===== src/rtl/mult_share_arb_pkg.sv =====
// Shared definitions for the multiplier-sharing arbiter: sequencer states,
// multiplier timing and the operand width limit of the shared 18x18 unit.
package mult_share_arb_pkg;

  typedef enum logic [1:0] {
    ST_IDLE   = 2'd0,
    ST_LAUNCH = 2'd1,
    ST_WAIT   = 2'd2,
    ST_ACK    = 2'd3
  } state_e;

  // Edges from the multiplier load edge until it raises done.
  localparam int MULT_LOAD_TO_DONE = 17;
  localparam int MULT_OP_W         = 18;
  localparam int MAX_REQ           = 4;

endpackage


===== src/rtl/mult_share_arb_rr_pick.sv =====
// Combinational round-robin priority encoder: starting just after the last
// grant and wrapping modulo NREQ, returns the first active requester.
import mult_share_arb_pkg::*;

module mult_share_arb_rr_pick #(
  parameter int NREQ = 2
) (
  input  logic [NREQ-1:0] req,
  input  logic [1:0]      last,
  output logic            valid,
  output logic [1:0]      idx
);

  logic [MAX_REQ-1:0] req_pad;
  logic [2:0]         cand;

  for (genvar gi = 0; gi < MAX_REQ; gi++) begin : g_pad
    if (gi < NREQ) begin : g_live
      assign req_pad[gi] = req[gi];
    end else begin : g_zero
      assign req_pad[gi] = 1'b0;
    end
  end

  // Walk offsets from farthest to nearest so the nearest active one wins.
  always_comb begin
    valid = 1'b0;
    idx   = last;
    cand  = 3'd0;
    for (int k = NREQ; k >= 1; k--) begin
      cand = {1'b0, last} + 3'(k);
      if (cand >= 3'(NREQ)) begin
        cand = cand - 3'(NREQ);
      end
      if (req_pad[cand[1:0]]) begin
        valid = 1'b1;
        idx   = cand[1:0];
      end
    end
  end

endmodule


===== src/rtl/mult_share_arb.sv =====
// Round-robin sequencer sharing one iterative 18x18 multiplier among NREQ
// requesters. Optional signed operation is enabled by MULT_SHARE_SIGNED_EN.
import mult_share_arb_pkg::*;

module mult_share_arb #(
  parameter int NREQ = 2,
  parameter int W    = 18
) (
  input  logic                 clk,
  input  logic                 reset,
  input  logic [NREQ-1:0]      req,
  input  logic [NREQ*W-1:0]    a_in,
  input  logic [NREQ*W-1:0]    b_in,
  input  logic [NREQ-1:0]      sgn_in,
  output logic [NREQ-1:0]      ack,
  output logic [2*W-1:0]       res,
  output logic                 busy,
  output logic [1:0]           grant_id,
  output logic [MULT_OP_W-1:0] mul_a,
  output logic [MULT_OP_W-1:0] mul_b,
  input  logic [2*MULT_OP_W-1:0] mul_p,
  input  logic                 mul_done
);

  state_e               state_q, state_d;
  logic [1:0]           grant_id_q, grant_id_d;
  logic [MULT_OP_W-1:0] mul_a_q, mul_a_d;
  logic [MULT_OP_W-1:0] mul_b_q, mul_b_d;
  logic [2*W-1:0]       res_q, res_d;

  logic [W-1:0]         a_arr [MAX_REQ];
  logic [W-1:0]         b_arr [MAX_REQ];
  logic [MAX_REQ-1:0]   sgn_vec;
  logic                 pick_valid;
  logic [1:0]           pick_idx;
  logic [W-1:0]         sel_a, sel_b;
  logic [W-1:0]         mag_a, mag_b;
  logic [2*W-1:0]       prod;
  logic [2*W-1:0]       prod_fixed;
  logic                 unused_bits;

  for (genvar gi = 0; gi < MAX_REQ; gi++) begin : g_unpack
    if (gi < NREQ) begin : g_live
      assign a_arr[gi]   = a_in[gi*W +: W];
      assign b_arr[gi]   = b_in[gi*W +: W];
      assign sgn_vec[gi] = sgn_in[gi];
    end else begin : g_zero
      assign a_arr[gi]   = '0;
      assign b_arr[gi]   = '0;
      assign sgn_vec[gi] = 1'b0;
    end
  end

  mult_share_arb_rr_pick #(
    .NREQ (NREQ)
  ) u_pick (
    .req   (req),
    .last  (grant_id_q),
    .valid (pick_valid),
    .idx   (pick_idx)
  );

  assign sel_a = a_arr[pick_idx];
  assign sel_b = b_arr[pick_idx];
  assign prod  = mul_p[2*W-1:0];

`ifdef MULT_SHARE_SIGNED_EN
  logic neg_q, neg_d;
  logic sign_a, sign_b;

  // Negating -2^(W-1) in W bits leaves the same pattern, which read
  // unsigned is exactly the required magnitude 2^(W-1).
  assign sign_a     = sgn_vec[pick_idx] & sel_a[W-1];
  assign sign_b     = sgn_vec[pick_idx] & sel_b[W-1];
  assign mag_a      = sign_a ? -sel_a : sel_a;
  assign mag_b      = sign_b ? -sel_b : sel_b;
  assign prod_fixed = neg_q ? -prod : prod;

  always_comb begin
    neg_d = neg_q;
    if (state_q == ST_IDLE && pick_valid) begin
      neg_d = sign_a ^ sign_b;
    end
  end

  always_ff @(posedge clk) begin
    if (reset) begin
      neg_q <= 1'b0;
    end else begin
      neg_q <= neg_d;
    end
  end
`else
  assign mag_a      = sel_a;
  assign mag_b      = sel_b;
  assign prod_fixed = prod;
`endif

  assign unused_bits = ^{mul_p, sgn_vec};

  always_comb begin
    state_d    = state_q;
    grant_id_d = grant_id_q;
    mul_a_d    = mul_a_q;
    mul_b_d    = mul_b_q;
    res_d      = res_q;
    case (state_q)
      ST_IDLE: begin
        if (pick_valid) begin
          grant_id_d = pick_idx;
          mul_a_d    = MULT_OP_W'(mag_a);
          mul_b_d    = MULT_OP_W'(mag_b);
          state_d    = ST_LAUNCH;
        end
      end
      ST_LAUNCH: begin
        state_d = ST_WAIT;
      end
      ST_WAIT: begin
        if (mul_done) begin
          res_d   = prod_fixed;
          state_d = ST_ACK;
        end
      end
      ST_ACK: begin
        state_d = ST_IDLE;
      end
      default: begin
        state_d = ST_IDLE;
      end
    endcase
  end

  always_ff @(posedge clk) begin
    if (reset) begin
      state_q    <= ST_IDLE;
      grant_id_q <= 2'(NREQ-1);
      mul_a_q    <= '0;
      mul_b_q    <= '0;
      res_q      <= '0;
    end else begin
      state_q    <= state_d;
      grant_id_q <= grant_id_d;
      mul_a_q    <= mul_a_d;
      mul_b_q    <= mul_b_d;
      res_q      <= res_d;
    end
  end

  for (genvar gi = 0; gi < NREQ; gi++) begin : g_ack
    assign ack[gi] = (state_q == ST_ACK) && (grant_id_q == 2'(gi));
  end

  assign busy     = (state_q != ST_IDLE);
  assign grant_id = grant_id_q;
  assign mul_a    = mul_a_q;
  assign mul_b    = mul_b_q;
  assign res      = res_q;

endmodule


===== config.mk =====
export PLATFORM = sky130hd
export DESIGN_NAME = mult_share_arb
export DESIGN_NICKNAME = d
export VERILOG_FILES = /design/src/rtl/mult_share_arb_pkg.sv /design/src/rtl/mult_share_arb_rr_pick.sv /design/src/rtl/mult_share_arb.sv
export SDC_FILE = /design/constraint.sdc
export NUM_CORES = 1
export LEC_CHECK = 0
export BUFFER_PORTS_ARGS = -buffer_cell sky130_fd_sc_hd__buf_4
export CORE_UTILIZATION = 31
export CTS_BUF_LIST = sky130_fd_sc_hd__clkbuf_8
export CTS_CLUSTER_SIZE = 24
export DETAILED_ROUTE_END_ITERATION = 6
export SLEW_MARGIN = 25
export SYNTH_ARGS = -nofsm -noshare
export SYNTH_HDL_FRONTEND = slang
export SYNTH_SLANG_ARGS = --single-unit

===== constraint.sdc =====
create_clock -name clk -period 2.2 [get_ports clk]
set_clock_uncertainty 0.2 [all_clocks]
set_input_delay 0 -clock clk [delete_from_list [all_inputs] [get_ports clk]]
set_output_delay 0 -clock clk [all_outputs]
set_load 0.01 [all_outputs]

==> results by group <==
Detailed routing
  • DR iter-0 viols: 285
  • Drt drc: 0
  • Final ANT Viol Nets: 0
  • DR vias/cell: roughly 5.0
  • Total Wirelength: 13000 um
  • Via count: 4192
  • Initial DRT Pass Iterations: 5
  • WL/cell: 15.5 um

Global routing
  • Initial antenna violation count: 0
  • First-pass GRT wire length: between 15000 and 20000 um
  • Met1 usage: 26.7%
  • GR peak layer: met2
  • Vias in the first global route: 4065
  • Met2 Use GR: a little under two fifths
  • GR Util met3: 5.87%
  • GRT Total Usage: 22.2%
  • Grt ovf: 0
  • Pin count of the biggest net entering global routing: 68

Worst setup path
  • Startpoint Class: register
  • Crit end category: register
  • WP buf/inv: 1
  • R2r worst-path depth: 4
  • Critical path's largest stage delay: between 0.5 and 0.6 ns
  • Critical path class: register to register
  • Crit path cell chain: nand2b_1 -> o31ai_1 -> dlygate4sd3_1 -> a311oi_1
  • Reg2reg setup slack: 0.20 ns
  • Arr. time, crit path: roughly 2.1 ns
  • CP max-delay cell: dlygate4sd3_1
  • Critical path's top delay family: buffers and inverters
  • Worst Path Max Fanout: 10
  • Worst flop-to-flop path startpoint: grant_id[0]$_SDFFE_PP1P_
  • CP required: 2.27 ns
  • Worst R2R End: mul_a[7]$_SDFFE_PP0P_

Logic synthesis
  • Sequential share of the synthesized area: 44.1%
  • Yosys warning total: 0
  • Ys flop type: dfxtp_1
  • Area leader, netlist: dfxtp_1
  • Area contributors post-synth: dfxtp_1 44%, a311oi_1 9.4%, a211oi_1 8.0%, nand2_1 7.9%, a21oi_1 5.2%
  • Async SR Flop Fraction: 0%
  • Post-synthesis mux area share: 0.290%
  • Average size of a mapped cell: between 8 and 9 um^2
  • Largest family of logic cells by synthesized area: compound AO/OA/AOI/OAI gates
  • Syn Inst Count: 406
  • Post-synthesis compound-gate area fraction: between 20% and 30%
  • Post-synthesis simple-gate area fraction: 16.4%
  • Post-synth top area share: 44.1%
  • Post-synth EDFFs: 0
  • Yosys reg bits: between 70 and 80
  • Count of cell types in the netlist: 31
  • Post-Synth XOR/XNOR Area: 0%
  • Syn Nets: 525
  • Post-Syn Area: 3450 um^2
  • Post-Synth Adder-Cell Area: 1.45%

Placement
  • Post-DP HPWL: 7800 um
  • Routability congestion estimate: about 0.75
  • Placed Area: between 4000 and 5000 um^2
  • # port buffers: 189

Clock network
  • Clock Sinks: 76
  • Post-CTS setup buffer count: 0
  • CTS root buffer: clkbuf_8
  • H-tree levels: 3
  • CTS Buf Count: 9
  • Clk Latency, worst-skew pair: 0.36 ns
  • Clock Tree Buf Depth: 2
  • Post_cts resized: 0
  • CTS clk-pin slew, worst paths: around 0.080 ns
  • CTS tree: done

Finish
  • Layout cells sized above 1: between 30% and 40%
  • Final instance area: 6300 um^2
  • Antenna Cells: 0
  • Post-Route Utilization: 58.1%
  • Post-layout nets: 812
  • Layout fillers: 947
  • Area grow syn2layout: 82.5%

Timing
  • Tightest Pin Transition: 0.748 ns
  • Max Slew Vio Count: 0
  • Max Clock Freq: 0.499 GHz
  • Post-layout min period: 2.00 ns
  • Slew HR: 50.2%
  • Setup TNS: 0 ns
  • Worst hold slack: -0.00288 ns
  • Final hold violations: 1
  • Final setup fails: 0
  • Final Cycle Share: a little over 90%
  • RSZ-0062 raised after global routing: no

Worst hold path
  • Worst min path class: primary input to register
  • Hold Path Depth: 2
  • Min-Delay Endpoint: res[25]$_SDFFE_PP0P_
  • Hold_sp: reset

Run status
  • Failing checks: negative hold slack
  • Status: finished with violations

Die
  • Row count: 38
  • Die Y: 108 um
  • Chip Width: 108 um
  • Core area: 10800 um^2
  • IO Pins: 192
  • Initial Utilization: about a third
  • Full die area: about 12000 um^2

Pwr
  • Max VDD drop: around 0.00047 V
  • Leakage: 2.67 nW
  • Total power: 6.02 mW
  • Pwr dens: 955 nW/um^2

Run
  • Total of max-cap violations: 0
==> registers in the layout, summed over array words and instances (netlist names) <==
name / flops
state_q: 2
res: 36
grant_id: 2
mul_b: 18
mul_a: 18
==> repair_timing <==
item                                    4_1_cts  5_1_grt
endpoints found under the hold margin        74        0
endpoints found under the setup margin        0        0
hold buffers                                111        0
==> synth_stat cells (all sizes together), types with 2 or more instances <==
cell,n
clkbuf,9
a211oi,37
and2,2
nand3,36
buf,36
a311oi,37
nor2,2
a21oi,37
or2,2
dfxtp,76
ha,4
nor3b,2
nand2b,3
o21ai,35
and3b,3
inv,4
nand2,73
==> stage by stage <==
| stage | setup WS, ns | hold slack [ns] | std cells |
|---|---|---|---|
| floorplan | 0.501 | -0.0640 | 406 |
| global placement | 0.404 | 0.0483 | 711 |
| detailed placement | 0.325 | 0.0582 | 711 |
| CTS | 0.185 | 0.00263 | 838 |
| global route | 0.0935 | 0.0174 | 838 |
| finish | 0.196 | -0.00288 | 838 |
==> area by class of cell <==
type | count | area [um^2] | area share [%]
Timing Repair Buffer | 321 | 2700 | 42.9
Clock inverter | 4 | 70.1 | 1.11
Inverter | 4 | 15.0 | 0.238
Multi-Input combinational cell | 281 | 1650 | 26.3
Tap cell | 140 | 175 | 2.78
Sequential cell | 76 | 1520 | 24.1
Clock buffer | 12 | 165 | 2.62
==> kinds of logic (layout without fill, tap and decap cells) <==
group / count (synthesis) / after routing
compound gates: 151 / 151
simple gates: 125 / 125
flops: 76 / 76
buf+inv: 49 / 341
fa+ha+maj: 4 / 4
mux: 1 / 1
==> layer usage <==
metal / wire length [um] / vias to the layer above / part of all wire (%)
met3: 998 / 20 / 7.7
met1: 5500 / 1926 / 42
met2: 6340 / 177 / 49
met5: 0 / - / 0
met4: 194 / 0 / 1.5
li1: - / 2069 / -
==> power breakdown <==
part / switching [mW] / internal [mW]
registers: 0.235 / 1.76
logic: 1.40 / 1.35
clock network: 0.537 / 0.728
==> cell usage in the layout (no fill, tap or decap) <==
cell type      count
o31ai_1            1
nor3b_1            2
o21bai_2           1
a21oi_4            1
dfxtp_1           76
o21ai_0           28
or2_1              2
a21boi_0           1
a311oi_1          37
dlygate4sd3_1    111
nand3b_2           1
buf_12             1
nor2_2             1
a32o_1             1
a311o_1            1
and2_1             2
nor2b_4            1
and3b_1            3
clkinv_2           2
nand3_1           36
clkbuf_8          12
mux2i_1            1
buf_4            209
ha_1               4
nor2_1             1
a211oi_1          37
inv_1              4
o21ai_1            7
bufinv_16          2
nand2_1           73
nand2b_1           3
a21oi_1           36
==> worst max path at each step <==
stage                                  start                  endpoint  slack (ns)  cells after the start
detailed placement   state_q[0]$_SDFFE_PP0P_    mul_a[13]$_SDFFE_PP0P_        0.32                      6
global placement     state_q[0]$_SDFFE_PP0P_  grant_id[0]$_SDFFE_PP1P_        0.40                      6
CTS                 grant_id[0]$_SDFFE_PP1P_     mul_a[7]$_SDFFE_PP0P_        0.18                      4
floorplan            state_q[1]$_SDFFE_PP0P_     mul_a[6]$_SDFFE_PP0P_        0.50                      7
global route        grant_id[0]$_SDFFE_PP1P_     mul_a[7]$_SDFFE_PP0P_        0.09                      4
finish              grant_id[0]$_SDFFE_PP1P_     mul_a[7]$_SDFFE_PP0P_        0.20                      4
No activity file was read; power rests on OpenSTA's default activity.
